==> config.mk <==
export PLATFORM = sky130hd
export DESIGN_NAME = game_input_ctrl_flat
export DESIGN_NICKNAME = d
export VERILOG_FILES = /design/src/rtl/game_input_ctrl_pkg.sv /design/src/rtl/game_input_ctrl_if.sv /design/src/rtl/game_input_ctrl_btn_debounce.sv /design/src/rtl/game_input_ctrl.sv /design/src/flat_wrapper.sv
export SDC_FILE = /design/constraint.sdc
export NUM_CORES = 1
export LEC_CHECK = 0
export ABC_AREA = 1
export CAP_MARGIN = 20
export CORE_ASPECT_RATIO = 1.1
export CORE_MARGIN = 4
export CORE_UTILIZATION = 50
export CTS_CLUSTER_SIZE = 14
export DETAILED_ROUTE_END_ITERATION = 10
export GPL_ROUTABILITY_DRIVEN = 0
export PLACE_DENSITY = 0.72
export SETUP_SLACK_MARGIN = 0.05
export SKIP_CTS_REPAIR_TIMING = 1
export SLEW_MARGIN = 25
export SYNTH_ARGS = -nofsm -noshare
export SYNTH_HDL_FRONTEND = slang
export SYNTH_SLANG_ARGS = --single-unit
==> constraint.sdc <==
create_clock -name CLK100MHZ -period 1.8 [get_ports CLK100MHZ]
set_input_delay 0.36 -clock CLK100MHZ [delete_from_list [all_inputs] [get_ports CLK100MHZ]]
set_output_delay 0.36 -clock CLK100MHZ [all_outputs]
set_load 0.02 [all_outputs]
==> src/rtl/game_input_ctrl_pkg.sv <==
// Shared definitions for the game input front end: state codes and switch encode tables.
package game_pkg;

  localparam int unsigned SW_W    = 4;
  localparam int unsigned SPEED_W = 3;
  localparam int unsigned DIFF_W  = 2;

  typedef enum logic [1:0] {
    ST_IDLE = 2'd0,
    ST_RUN  = 2'd1,
    ST_DEAD = 2'd2
  } game_state_e;

  localparam logic [SPEED_W-1:0] SPEED_MIN = 3'd2;
  localparam logic [DIFF_W-1:0]  DIFF_MIN  = 2'd0;

  // Per-run configuration captured on entry to RUN.
  typedef struct packed {
    logic [SPEED_W-1:0] speed;
    logic [DIFF_W-1:0]  difficulty;
  } game_cfg_t;

  // Highest set switch wins; no switch gives the slowest speed.
  function automatic logic [SPEED_W-1:0] encode_speed(input logic [SW_W-1:0] sw);
    if (sw[3])      return 3'd6;
    else if (sw[2]) return 3'd5;
    else if (sw[1]) return 3'd4;
    else if (sw[0]) return 3'd3;
    else            return SPEED_MIN;
  endfunction

  // Only the upper three difficulty switches carry meaning.
  function automatic logic [DIFF_W-1:0] encode_difficulty(input logic [SW_W-1:1] sw);
    if (sw[3])      return 2'd3;
    else if (sw[2]) return 2'd2;
    else if (sw[1]) return 2'd1;
    else            return DIFF_MIN;
  endfunction

endpackage

==> src/rtl/game_input_ctrl_if.sv <==
// Raw-input / game-control bundle between the board pins and the game core.
interface game_input_ctrl_if;
  import game_pkg::*;

  logic                jump_btn;
  logic                restart_btn;
  logic [SW_W-1:0]     speed_in;
  logic [SW_W-1:0]     difficulty_in;
  logic                isdead;
  logic                jump;
  logic                jump_pulse;
  logic                start;
  logic                game_over;
  logic [SPEED_W-1:0]  speed;
  logic [DIFF_W-1:0]   difficulty;
  logic                game_tick;

  modport master (
    output jump_btn, restart_btn, speed_in, difficulty_in, isdead,
    input  jump, jump_pulse, start, game_over, speed, difficulty, game_tick
  );

  modport slave (
    input  jump_btn, restart_btn, speed_in, difficulty_in, isdead,
    output jump, jump_pulse, start, game_over, speed, difficulty, game_tick
  );
endinterface

==> src/rtl/game_input_ctrl_btn_debounce.sv <==
// Button conditioner: 2-FF synchroniser, stability counter and registered rising-edge pulse.
module btn_debounce #(
  parameter int unsigned DEBOUNCE_CYCLES = 1000000,
  parameter int unsigned DB_W            = 20
) (
  input  logic CLK100MHZ,
  input  logic reset_n,
  input  logic raw,
  output logic level,
  output logic rise
);

  localparam logic [DB_W-1:0] CNT_LAST = DB_W'(DEBOUNCE_CYCLES - 1);

  logic            sync1_q, sync2_q;
  logic            stable_q, stable_d;
  logic            rise_q;
  logic [DB_W-1:0] cnt_q, cnt_d;

  // Count consecutive disagreeing samples; flip the stable level on the last one.
  always_comb begin
    stable_d = stable_q;
    cnt_d    = '0;
    if (sync2_q != stable_q) begin
      if (cnt_q == CNT_LAST) begin
        stable_d = ~stable_q;
      end else begin
        cnt_d = cnt_q + DB_W'(1);
      end
    end
  end

  // Synchroniser, debounce state and edge pulse registers.
  always_ff @(posedge CLK100MHZ or negedge reset_n) begin
    if (!reset_n) begin
      sync1_q  <= 1'b0;
      sync2_q  <= 1'b0;
      stable_q <= 1'b0;
      cnt_q    <= '0;
      rise_q   <= 1'b0;
    end else begin
      sync1_q  <= raw;
      sync2_q  <= sync1_q;
      stable_q <= stable_d;
      cnt_q    <= cnt_d;
      rise_q   <= stable_d & ~stable_q;
    end
  end

  assign level = stable_q;
  assign rise  = rise_q;

endmodule

==> src/rtl/game_input_ctrl.sv <==
// Game input front end: debounced buttons, IDLE/RUN/DEAD state, frozen run config, tick enable.
module game_input_ctrl
  import game_pkg::*;
#(
  parameter int unsigned DEBOUNCE_CYCLES = 1000000,
  parameter int unsigned DB_W            = 20,
  parameter int unsigned TICK_BIT        = 21
) (
  input logic              CLK100MHZ,
  input logic              reset_n,
  game_input_ctrl_if.slave bus
);

  localparam int unsigned SUM_W = TICK_BIT + 1;

  logic                jump_level, jump_rise;
  logic                restart_level_unused, rst_pulse;
  logic [SW_W-1:0]     spd_sync1_q, spd_sync2_q;
  logic [SW_W-1:1]     dif_sync1_q, dif_sync2_q;
  game_state_e         state_q, state_d;
  logic                start_q, game_over_q;
  game_cfg_t           cfg_q;
  logic [TICK_BIT-1:0] acc_q;
  logic [SUM_W-1:0]    acc_sum_c;
  logic                tick_q;

  btn_debounce #(
    .DEBOUNCE_CYCLES (DEBOUNCE_CYCLES),
    .DB_W            (DB_W)
  ) u_jump_db (
    .CLK100MHZ (CLK100MHZ),
    .reset_n   (reset_n),
    .raw       (bus.jump_btn),
    .level     (jump_level),
    .rise      (jump_rise)
  );

  btn_debounce #(
    .DEBOUNCE_CYCLES (DEBOUNCE_CYCLES),
    .DB_W            (DB_W)
  ) u_restart_db (
    .CLK100MHZ (CLK100MHZ),
    .reset_n   (reset_n),
    .raw       (bus.restart_btn),
    .level     (restart_level_unused),
    .rise      (rst_pulse)
  );

  // Game state transitions; restart outranks a collision while running.
  always_comb begin
    state_d = state_q;
    case (state_q)
      ST_IDLE: if (jump_rise) state_d = ST_RUN;
      ST_RUN: begin
        if (rst_pulse)       state_d = ST_IDLE;
        else if (bus.isdead) state_d = ST_DEAD;
      end
      ST_DEAD: if (rst_pulse) state_d = ST_IDLE;
      default: state_d = ST_IDLE;
    endcase
  end

  assign acc_sum_c = SUM_W'(acc_q) + SUM_W'(cfg_q.speed);

  // State, status flags, switch sync, config capture and tick accumulator.
  always_ff @(posedge CLK100MHZ or negedge reset_n) begin
    if (!reset_n) begin
      state_q          <= ST_IDLE;
      start_q          <= 1'b0;
      game_over_q      <= 1'b0;
      spd_sync1_q      <= '0;
      spd_sync2_q      <= '0;
      dif_sync1_q      <= '0;
      dif_sync2_q      <= '0;
      cfg_q.speed      <= SPEED_MIN;
      cfg_q.difficulty <= DIFF_MIN;
      acc_q            <= '0;
      tick_q           <= 1'b0;
    end else begin
      state_q     <= state_d;
      start_q     <= (state_d == ST_RUN);
      game_over_q <= (state_d == ST_DEAD);
      spd_sync1_q <= bus.speed_in;
      spd_sync2_q <= spd_sync1_q;
      dif_sync1_q <= bus.difficulty_in[SW_W-1:1];
      dif_sync2_q <= dif_sync1_q;
      if (state_q == ST_IDLE) begin
        cfg_q.speed      <= encode_speed(spd_sync2_q);
        cfg_q.difficulty <= encode_difficulty(dif_sync2_q);
      end
      if ((state_q == ST_RUN) && (state_d == ST_RUN)) begin
        acc_q  <= acc_sum_c[TICK_BIT-1:0];
        tick_q <= acc_sum_c[TICK_BIT];
      end else begin
        acc_q  <= '0;
        tick_q <= 1'b0;
      end
    end
  end

  assign bus.jump       = jump_level;
  assign bus.jump_pulse = jump_rise;
  assign bus.start      = start_q;
  assign bus.game_over  = game_over_q;
  assign bus.speed      = cfg_q.speed;
  assign bus.difficulty = cfg_q.difficulty;
  assign bus.game_tick  = tick_q;

endmodule

==> src/flat_wrapper.sv <==
// flat-port wrapper written by rule: the top's interface ports become plain ports
module game_input_ctrl_flat import game_pkg::*;
#(
  parameter int unsigned DEBOUNCE_CYCLES = 1000000,
  parameter int unsigned DB_W            = 20,
  parameter int unsigned TICK_BIT        = 21
)
  (CLK100MHZ, reset_n, bus_jump_btn, bus_restart_btn, bus_speed_in, bus_difficulty_in, bus_isdead, bus_jump, bus_jump_pulse, bus_start, bus_game_over, bus_speed, bus_difficulty, bus_game_tick);
  game_input_ctrl_if bus_i ();
  input logic CLK100MHZ;
  input logic reset_n;
  input wire logic [$bits(bus_i.jump_btn)-1:0] bus_jump_btn;
  input wire logic [$bits(bus_i.restart_btn)-1:0] bus_restart_btn;
  input wire logic [$bits(bus_i.speed_in)-1:0] bus_speed_in;
  input wire logic [$bits(bus_i.difficulty_in)-1:0] bus_difficulty_in;
  input wire logic [$bits(bus_i.isdead)-1:0] bus_isdead;
  output wire logic [$bits(bus_i.jump)-1:0] bus_jump;
  output wire logic [$bits(bus_i.jump_pulse)-1:0] bus_jump_pulse;
  output wire logic [$bits(bus_i.start)-1:0] bus_start;
  output wire logic [$bits(bus_i.game_over)-1:0] bus_game_over;
  output wire logic [$bits(bus_i.speed)-1:0] bus_speed;
  output wire logic [$bits(bus_i.difficulty)-1:0] bus_difficulty;
  output wire logic [$bits(bus_i.game_tick)-1:0] bus_game_tick;
  assign bus_i.jump_btn = bus_jump_btn;
  assign bus_i.restart_btn = bus_restart_btn;
  assign bus_i.speed_in = bus_speed_in;
  assign bus_i.difficulty_in = bus_difficulty_in;
  assign bus_i.isdead = bus_isdead;
  assign bus_jump = bus_i.jump;
  assign bus_jump_pulse = bus_i.jump_pulse;
  assign bus_start = bus_i.start;
  assign bus_game_over = bus_i.game_over;
  assign bus_speed = bus_i.speed;
  assign bus_difficulty = bus_i.difficulty;
  assign bus_game_tick = bus_i.game_tick;
  game_input_ctrl #(.DEBOUNCE_CYCLES(DEBOUNCE_CYCLES), .DB_W(DB_W), .TICK_BIT(TICK_BIT)) u_core (.CLK100MHZ(CLK100MHZ), .reset_n(reset_n), .bus(bus_i));
endmodule
Word level (Yosys, flattened, before mapping). Cells that the tools add are included.

Output and inout port bits: 10. Bits of input ports: 13. Flip-flop bits (word level): 93. Word-level logic and storage cells: 60.

Muxes and demuxes: 22. Reduce and logical (&&, ||, !) cells: 2. Add/subtract/negate cells: 3. Bitwise operators: 4. Equality and inequality tests: 8.

Operators with widths (number): two-way mux 20 bit (4); adder 20 x 1 -> 20 bit, second input constant (2); equality test 20 bit, second input constant (2); adder 21 x 3 -> 22 bit (1); two-way mux 21 bit (1); two-way mux 2 bit (6); two-way mux 3 bit (3); two-way mux 1 bit (7); one-hot mux 2 bit (3 select lines) (1); equality test 2 x 1 -> 1 bit, second input constant (2); equality test 2 bit, second input constant (2); AND 1 bit (2); logical NOT 2 bit (1); != test 1 bit (2); inverter 1 bit (2); logical AND 1 bit (1).

Depth between registers and ports, before layout. Gate-level depths: netlist of the first run.

Depth in word-level cells: 6. Mapped depth: 9. Gate-level depth less buffers: 9.

Cells and area by module. Synthesis of the first run repeated with hierarchy kept, for this count alone.

Cells, all modules: 555. Area, all modules: 4728.3 um^2.

By module, submodules not included: btn_debounce (instances 2, seq. area each 600.6 um^2, cells each 167, area an instance 1395.1 um^2); game_input_ctrl (instances 1, seq. area each 1127.3 um^2, cells each 221, area an instance 1938.1 um^2).

Least setup slack after synthesis of the first run. Ideal clock, no wire load.

Kind: register to register. Start: reg u_core.bus.speed[0] (netlist name). End: reg u_core.acc_q[6]. Setup time: 0.132 ns. Period minus slack after synthesis: 1.720 ns. Path slack: 0.080 ns. Arrival: 1.588 ns. Stages on the path, launching flop included: 8. Path buffers: 0. Data required time: 1.668 ns. Cell sequence: dfrtp_1 > ha_1 > fa_1 > nand3_1 > nand2_2 > nand2_1 > xor2_1 > nor2_1.

Cells in the longest elaborated chain, start to end: 2.

RTL lines: adder 21 x 3 -> 22 bit (line game_input_ctrl.sv:63) `assign acc_sum_c = SUM_W'(acc_q) + SUM_W'(cfg_q.speed);`; two-way mux 21 bit (line game_input_ctrl.sv:91) `if ((state_q == ST_RUN) && (state_d == ST_RUN)) begin`; end signal, assigned (line game_input_ctrl.sv:92) `acc_q <= acc_sum_c[TICK_BIT-1:0];`; end, declared (line game_input_ctrl.sv:23) `logic [TICK_BIT-1:0] acc_q;`.

Every way passes these cells. A chain may end at the register's enable or synchronous reset.

Worst setup path in the final report of the first run.
Start: reg u_core.tick_q (netlist: u_core.bus.game_tick). End: out bus_game_tick.

RTL lines: start, declared (line game_input_ctrl.sv:25) `logic tick_q;`; start signal, assigned (line game_input_ctrl.sv:93) `tick_q <= acc_sum_c[TICK_BIT];`; end, declared (line flat_wrapper.sv:23) `output wire logic [$bits(bus_i.game_tick)-1:0] bus_game_tick;`.

No word-level cell between the ends.

==> impl_summary.log, run 1 <==
INFO  metric outcome = finished, final reports clean
INFO  metric yosys_warnings = 0
INFO  metric mappedNetlistNets = 579
INFO  metric placed_cell_area = 4918 um2
INFO  metric routed_wl = 8634 um
INFO  metric die_y = 107.8 um
INFO  metric place_worst_setup_slack = 30.48 ps
INFO  metric ant_nets = 0
INFO  metric post-synth-top-area-cell = dfrtp_1
INFO  metric leakagePower = 0.002296 uW
INFO  metric final_nets = 613
INFO  metric largest_net_degree_at_the_start_of_global_routing = 74
INFO  metric most_instantiated_flip_flop_cell_in_the_synthesis_netlist = dfrtp_1
INFO  metric drv_cap = 0
INFO  metric critical_path.n_buffers_inverters = 1
INFO  metric postLayoutCellArea = 5145 um2
INFO  metric cts_buffers = 9
INFO  metric worst_setup_path_end_kind = output port
INFO  metric tritoncts = built
INFO  metric clk_latency = 370 ps
INFO  metric route.detailed.vias_per_inst = 5.032
INFO  metric cpMaxStageDelayCell = clkdlybuf4s50_1
INFO  metric finalWorstSetupSlack = 139.8 ps
INFO  metric boundaryPins = 23
INFO  metric maxSlewViolCount = 0
INFO  metric cts_max_level = 3
INFO  metric portBuffers = 21
INFO  metric synth_area_per_cell = 8.079 um2
INFO  metric fin_skew = 15.13 ps
INFO  metric timing.final.hold_violations = 0
INFO  metric postSynthCellCount = 560
INFO  metric cts_root_buffer_type = clkbuf_8
INFO  metric synthMostInstantiatedCell = nor2_1
INFO  metric worstHoldPathType = reg -> reg
INFO  metric endpoint_worst_hold = u_core.dif_sync2_q[3]
INFO  metric worst-r2r-setup-slack = 160 ps
INFO  metric synth_enable_flop_cells = 0
INFO  metric cp_max_fo = 1
INFO  metric routed-via-count = 3588
INFO  metric die_area = 10640 um2
INFO  metric post-synth-top-area-fraction = 50.88%
INFO  metric synth-async-reset-ratio = 100.0%
INFO  metric grt_overflow_total = 0
INFO  metric synth.yosys.seq_area_share = 51.47%
INFO  metric timing.reg2reg.worst_path_depth = 7
INFO  metric slew-limit-headroom = 75.48%
INFO  metric antenna_found_initial = 0
INFO  metric post_route_cells_drive_above_1_share = 9.349%
INFO  metric critical_path.cell_chain = clkdlybuf4s50_1
INFO  metric antenna_cells_inserted = 0
INFO  metric global_route_wire_length_before_repair = 15640 um
INFO  metric crit_arrival = 1300 ps
INFO  metric wire_per_inst = 12.11 um
INFO  metric drt_first_iter_violations = 168
INFO  metric cts_max_path_buffers = 2
INFO  metric detailed_place_hpwl = 6336 um
INFO  metric highest_attainable_clock_frequency = 0.6024 GHz
INFO  metric synth-seq-cells = 93
INFO  metric slew_at_the_pin_closest_to_its_max_slew_limit = 367.9 ps
INFO  metric setup-violations-final = 0
INFO  metric drc = 0
INFO  metric crit-reg2reg-capture = u_core.acc_q[11]
INFO  metric yosys.cell_types.count = 29
INFO  metric slowest_delay = 590 ps
INFO  metric synthTopCellsByArea = dfrtp_1, nor2_1, nand2_1, nand3_1, inv_1
INFO  metric coreArea = 8828 um2
INFO  metric cts_sinks = 93
INFO  metric clkTransAtPathRegs = 100 ps
INFO  metric worst-setup-path-type = reg -> out
INFO  metric synth_common_cells = nor2_1, nand2_1, dfrtp_1
INFO  metric critical_path_required = 1440 ps
INFO  metric power-per-cell-area = 705.0 nW/um2
INFO  metric gr-usage-all-layers = 17.92%
INFO  metric ir_worst_vdd = 0.0004478 V
INFO  metric final_period_minus_worst_setup_slack = 1660 ps
INFO  metric min_path_cells = 0
INFO  metric min_from = u_core.dif_sync1_q[3]
INFO  metric die_x = 98.70 um
INFO  metric syn-cell-area = 4524 um2
INFO  metric first_pass_iters = 5
INFO  metric fin_total_pwr = 3627 uW
INFO  metric postLayoutCoreUtil = 58.28%
INFO  metric rsz0062_at_grt = no
INFO  metric period_share = 92.23%
INFO  metric initial_utilization = 51.25%
INFO  metric r2r-start = u_core.bus.speed[2]
INFO  metric layout_stage_area_growth_over_the_synthesis_result = 13.72%
INFO  metric cpLargestDelayFamily = buffers and inverters
INFO  metric critical_path_launch_point_type = register
INFO  metric floorplan.rows = 36
INFO  metric grt_pass1_vias = 3597
registers in the layout, indices dropped and copies added (netlist names), 2 cells and up:
name / cells
u_core.acc_q: 21
u_core.spd_sync2_q: 4
u_core.bus.speed: 3
u_core.spd_sync1_q: 4
u_core.u_restart_db.cnt_q: 20
u_core.u_jump_db.cnt_q: 20
u_core.dif_sync2_q: 3
u_core.dif_sync1_q: 3
u_core.bus.difficulty: 2
u_core.state_q: 2
worst register-to-register path, delay by kind of cell (launching register included):
kind	cells	cell delay (ps)
xor+xnor	1	170
fa+ha+maj	1	380
flops	1	410
simple gates	5	590
power breakdown:
group	switching (uW)	internal, uW
registers	21.2	2130
clock network	792	532
logic	94.3	61.9
worst max-delay path by stage:
| stage | start | end | cells past startpoint |
|---|---|---|---|
| after floorplan | u_core.bus.speed[0] | u_core.acc_q[6] | 7 |
| after global placement | u_core.bus.speed[0] | u_core.acc_q[6] | 7 |
| after detailed placement | u_core.bus.speed[0] | u_core.acc_q[12] | 7 |
| after CTS | u_core.bus.speed[1] | bus_speed[1] | 1 |
| after global routing | u_core.bus.speed[2] | u_core.acc_q[11] | 7 |
| final | u_core.bus.game_tick | bus_game_tick | 1 |
metrics by stage:
step / setup TNS, ps / hold slack (ps) / std cells
after global placement: 0 / 264.1 / 696
final: 0 / 357.6 / 713
after CTS: -162.1 / -143.0 / 712
after detailed placement: 0 / 265.3 / 696
after global routing: 0 / 367.3 / 713
after floorplan: 0 / 64.41 / 560
cell usage in the layout, fill, tap and decap left out, types with 3 or more instances in the layout:
| cell type | Yosys | final |
|---|---|---|
| a21oi_1 | 16 | 16 |
| buf_4 | 1 | 4 |
| clkbuf_8 | 0 | 9 |
| clkdlybuf4s50_1 | 0 | 13 |
| dfrtp_1 | 92 | 92 |
| dlymetal6s2s_1 | 0 | 7 |
| ha_1 | 5 | 4 |
| inv_1 | 52 | 52 |
| inv_2 | 5 | 5 |
| inv_6 | 0 | 4 |
| nand2_1 | 125 | 125 |
| nand2_2 | 6 | 5 |
| nand3_1 | 44 | 43 |
| nand3_2 | 2 | 3 |
| nand4_1 | 9 | 9 |
| nor2_1 | 127 | 127 |
| nor2_2 | 12 | 12 |
| nor2_4 | 3 | 3 |
| nor3_1 | 8 | 8 |
| o21ai_0 | 4 | 4 |
| o21ai_1 | 4 | 4 |
| o21bai_1 | 3 | 3 |
| xnor2_1 | 11 | 11 |
| xor2_1 | 16 | 16 |
area by class of cell:
type                    instances  area, um2
repair buffers                 27      297.8
multi-input cells             404       1971
flip-flops and latches         93       2328
fillers                       789       3684
clock inverters                 7      60.06
clock buffers                   9      123.9
well taps                     114      142.6
inverters                      59      221.5
cells by family (layout without fill, tap and decap cells):
family                   after synthesis  after routing  synth area share [%]
AND/OR/NAND/NOR                      341            341                 32.49
flip-flops                            93             93                 51.47
buffers and inverters                 63            102                 5.310
AO/OA/AOI/OAI                         30             30                 3.678
XOR/XNOR                              27             27                 5.227
adder cells (fa/ha/maj)                6              6                 1.825
layer usage:
metal  vias up  wire [um]  track usage [%]
li1       1826          -                -
met4         0        123            5.366
met3         8        315            4.277
met5         -          0                0
met1      1697       3888            22.11
met2        57       4306            31.21
(Power assumes the default switching activity.)
==> run 2, diff against run 1 <==
Settings changed: CTS_BUF_LIST set to sky130_fd_sc_hd__clkbuf_16.
==> impl_summary.log, run 2 (synthesized netlist as in run 1, its figures left out) <==
INFO  metric outcome = finished, final reports clean
INFO  metric final_nets = 613
INFO  metric largest_net_degree_at_the_start_of_global_routing = 74
INFO  metric portBuffers = 21
INFO  metric cts_max_level = 3
INFO  metric critical_path.cell_chain = clkdlybuf4s50_1
INFO  metric leading_registers_by_flop_count = u_core.acc_q (21), u_core.u_jump_db.cnt_q (20), u_core.u_restart_db.cnt_q (20)
INFO  metric gr-usage-all-layers = 17.83%
INFO  metric r2r-start = u_core.bus.speed[2]
INFO  metric endpoint_worst_hold = u_core.dif_sync2_q[3]
INFO  metric power-per-cell-area = 784.7 nW/um2
INFO  metric postLayoutCoreUtil = 59.28%
INFO  metric regMostFlops = u_core.acc_q
INFO  metric drv_cap = 0
INFO  metric worstHoldPathType = reg -> reg
INFO  metric cpLargestDelayFamily = buffers and inverters
INFO  metric maxSlewViolCount = 0
INFO  metric worst_setup_path_end_kind = output port
INFO  metric setup-violations-final = 0
INFO  metric detailed_place_hpwl = 6336 um
INFO  metric antenna_cells_inserted = 0
INFO  metric final_cell_mix = nor2_1, nand2_1, dfrtp_1
INFO  metric cts_root_buffer_type = clkbuf_16
INFO  metric critical_path_launch_point_type = register
INFO  metric cts_buffers = 9
INFO  metric period_share = 94.47%
INFO  metric rsz0062_at_grt = no
INFO  metric fin_skew = 11.55 ps
INFO  metric critical_path.n_buffers_inverters = 1
INFO  metric crit-reg2reg-capture = u_core.acc_q[11]
INFO  metric drt_first_iter_violations = 123
INFO  metric grt_overflow_total = 0
INFO  metric cts_sinks = 93
INFO  metric slew_at_the_pin_closest_to_its_max_slew_limit = 376.4 ps
INFO  metric min_from = u_core.dif_sync1_q[3]
INFO  metric slowest_delay = 620 ps
INFO  metric antenna_found_initial = 0
INFO  metric timing.final.hold_violations = 0
INFO  metric cp_max_fo = 3
INFO  metric highest_attainable_clock_frequency = 0.5880 GHz
INFO  metric ir_worst_vdd = 0.0004924 V
INFO  metric tritoncts = built
INFO  metric post_route_cells_drive_above_1_share = 9.349%
INFO  metric worst_hold_slack = 351.2 ps
INFO  metric die_x = 98.70 um
INFO  metric coreArea = 8828 um2
INFO  metric layout_stage_area_growth_over_the_synthesis_result = 15.68%
INFO  metric floorplan.rows = 36
INFO  metric final_period_minus_worst_setup_slack = 1701 ps
INFO  metric die_area = 10640 um2
INFO  metric critical_path_required = 1440 ps
INFO  metric postLayoutCellArea = 5234 um2
INFO  metric clkTransAtPathRegs = 70 ps
INFO  metric cp.depth = 1
INFO  metric drc = 0
INFO  metric initial_utilization = 51.25%
INFO  metric ant_nets = 0
INFO  metric global_route_wire_length_before_repair = 15630 um
INFO  metric leakagePower = 0.002298 uW
INFO  metric worst-r2r-setup-slack = 160 ps
INFO  metric grt_pass1_vias = 3616
INFO  metric min_path_cells = 0
INFO  metric timing.reg2reg.worst_path_depth = 7
INFO  metric worst-setup-path-type = reg -> out
INFO  metric cpMaxStageDelayCell = clkdlybuf4s50_1
INFO  metric clk_latency = 340 ps
INFO  metric routed_wl = 8581 um
INFO  metric mostFrequentLayoutCell = nor2_1
INFO  metric wire_per_inst = 12.04 um
INFO  metric die_y = 107.8 um
INFO  metric route.detailed.vias_per_inst = 5.048
INFO  metric cts_max_path_buffers = 2
INFO  metric routed-via-count = 3599
INFO  metric number_of_flip_flops_under_the_largest_register_name = 21
INFO  metric boundaryPins = 23
INFO  metric tns = 0 ps
INFO  metric placed_cell_area = 4918 um2
INFO  metric first_pass_iters = 4
INFO  metric crit_arrival = 1340 ps
INFO  metric slew-limit-headroom = 74.91%
run 2: changes by cell type in the layout (fill, tap and decap cells not counted):
cell             change
clkbuf_16            +9
clkbuf_8             -9
clkdlybuf4s50_1      +5
dlymetal6s2s_1       -5
run 2: power breakdown:
part	switching, uW	total (uW)	internal [uW]
Sequential	21.4	2150	2130
Combinational	94.5	157	62.9
Clock	835	1800	966
Total	951	4110	3160
run 2: worst reg2reg max path, cell delays in order, from the launching register on:
cell and delay, ps:
dfrtp_1 410, ha_1 380, nand2_1 110, nor2_2 130, nor2_4 80, nor2_4 210, xor2_1 170, nor2_1 60
run 2: cell type report:
type	instances	area [um2]
Fill cell	781	3595
Sequential cell	93	2328
Multi-Input combinational cell	404	1971
Timing Repair Buffer	27	285.3
Clock buffer	9	225.2
Inverter	59	221.5
Tap cell	114	142.6
Clock inverter	7	60.06
run 2: how the worst max path moves through the flow:
stage,from,end,slack (ps)
floorplan,u_core.bus.speed[0],u_core.acc_q[6],80
global placement,u_core.bus.speed[0],u_core.acc_q[6],70
detailed placement,u_core.bus.speed[0],u_core.acc_q[12],30
CTS,u_core.bus.speed[1],bus_speed[1],-100
global route,u_core.u_jump_db.rise,bus_jump_pulse,60
finish,u_core.bus.speed[0],bus_speed[0],100
run 2: metal layers:
layer  share of wire, %  GRT usage [%]
met1                 45          21.76
met2                 50          31.59
met3                3.6          2.787
met4                1.4          7.024
met5                  0              0
run 2: per-stage QoR:
stage / power (uW) / cells / worst slack, ps
floorplan: 2246 / 560 / 79.78
global placement: 2344 / 696 / 71.95
detailed placement: 2350 / 696 / 30.48
CTS: 4170 / 712 / -95.70
global route: 4277 / 713 / 55.42
finish: 4107 / 713 / 99.46
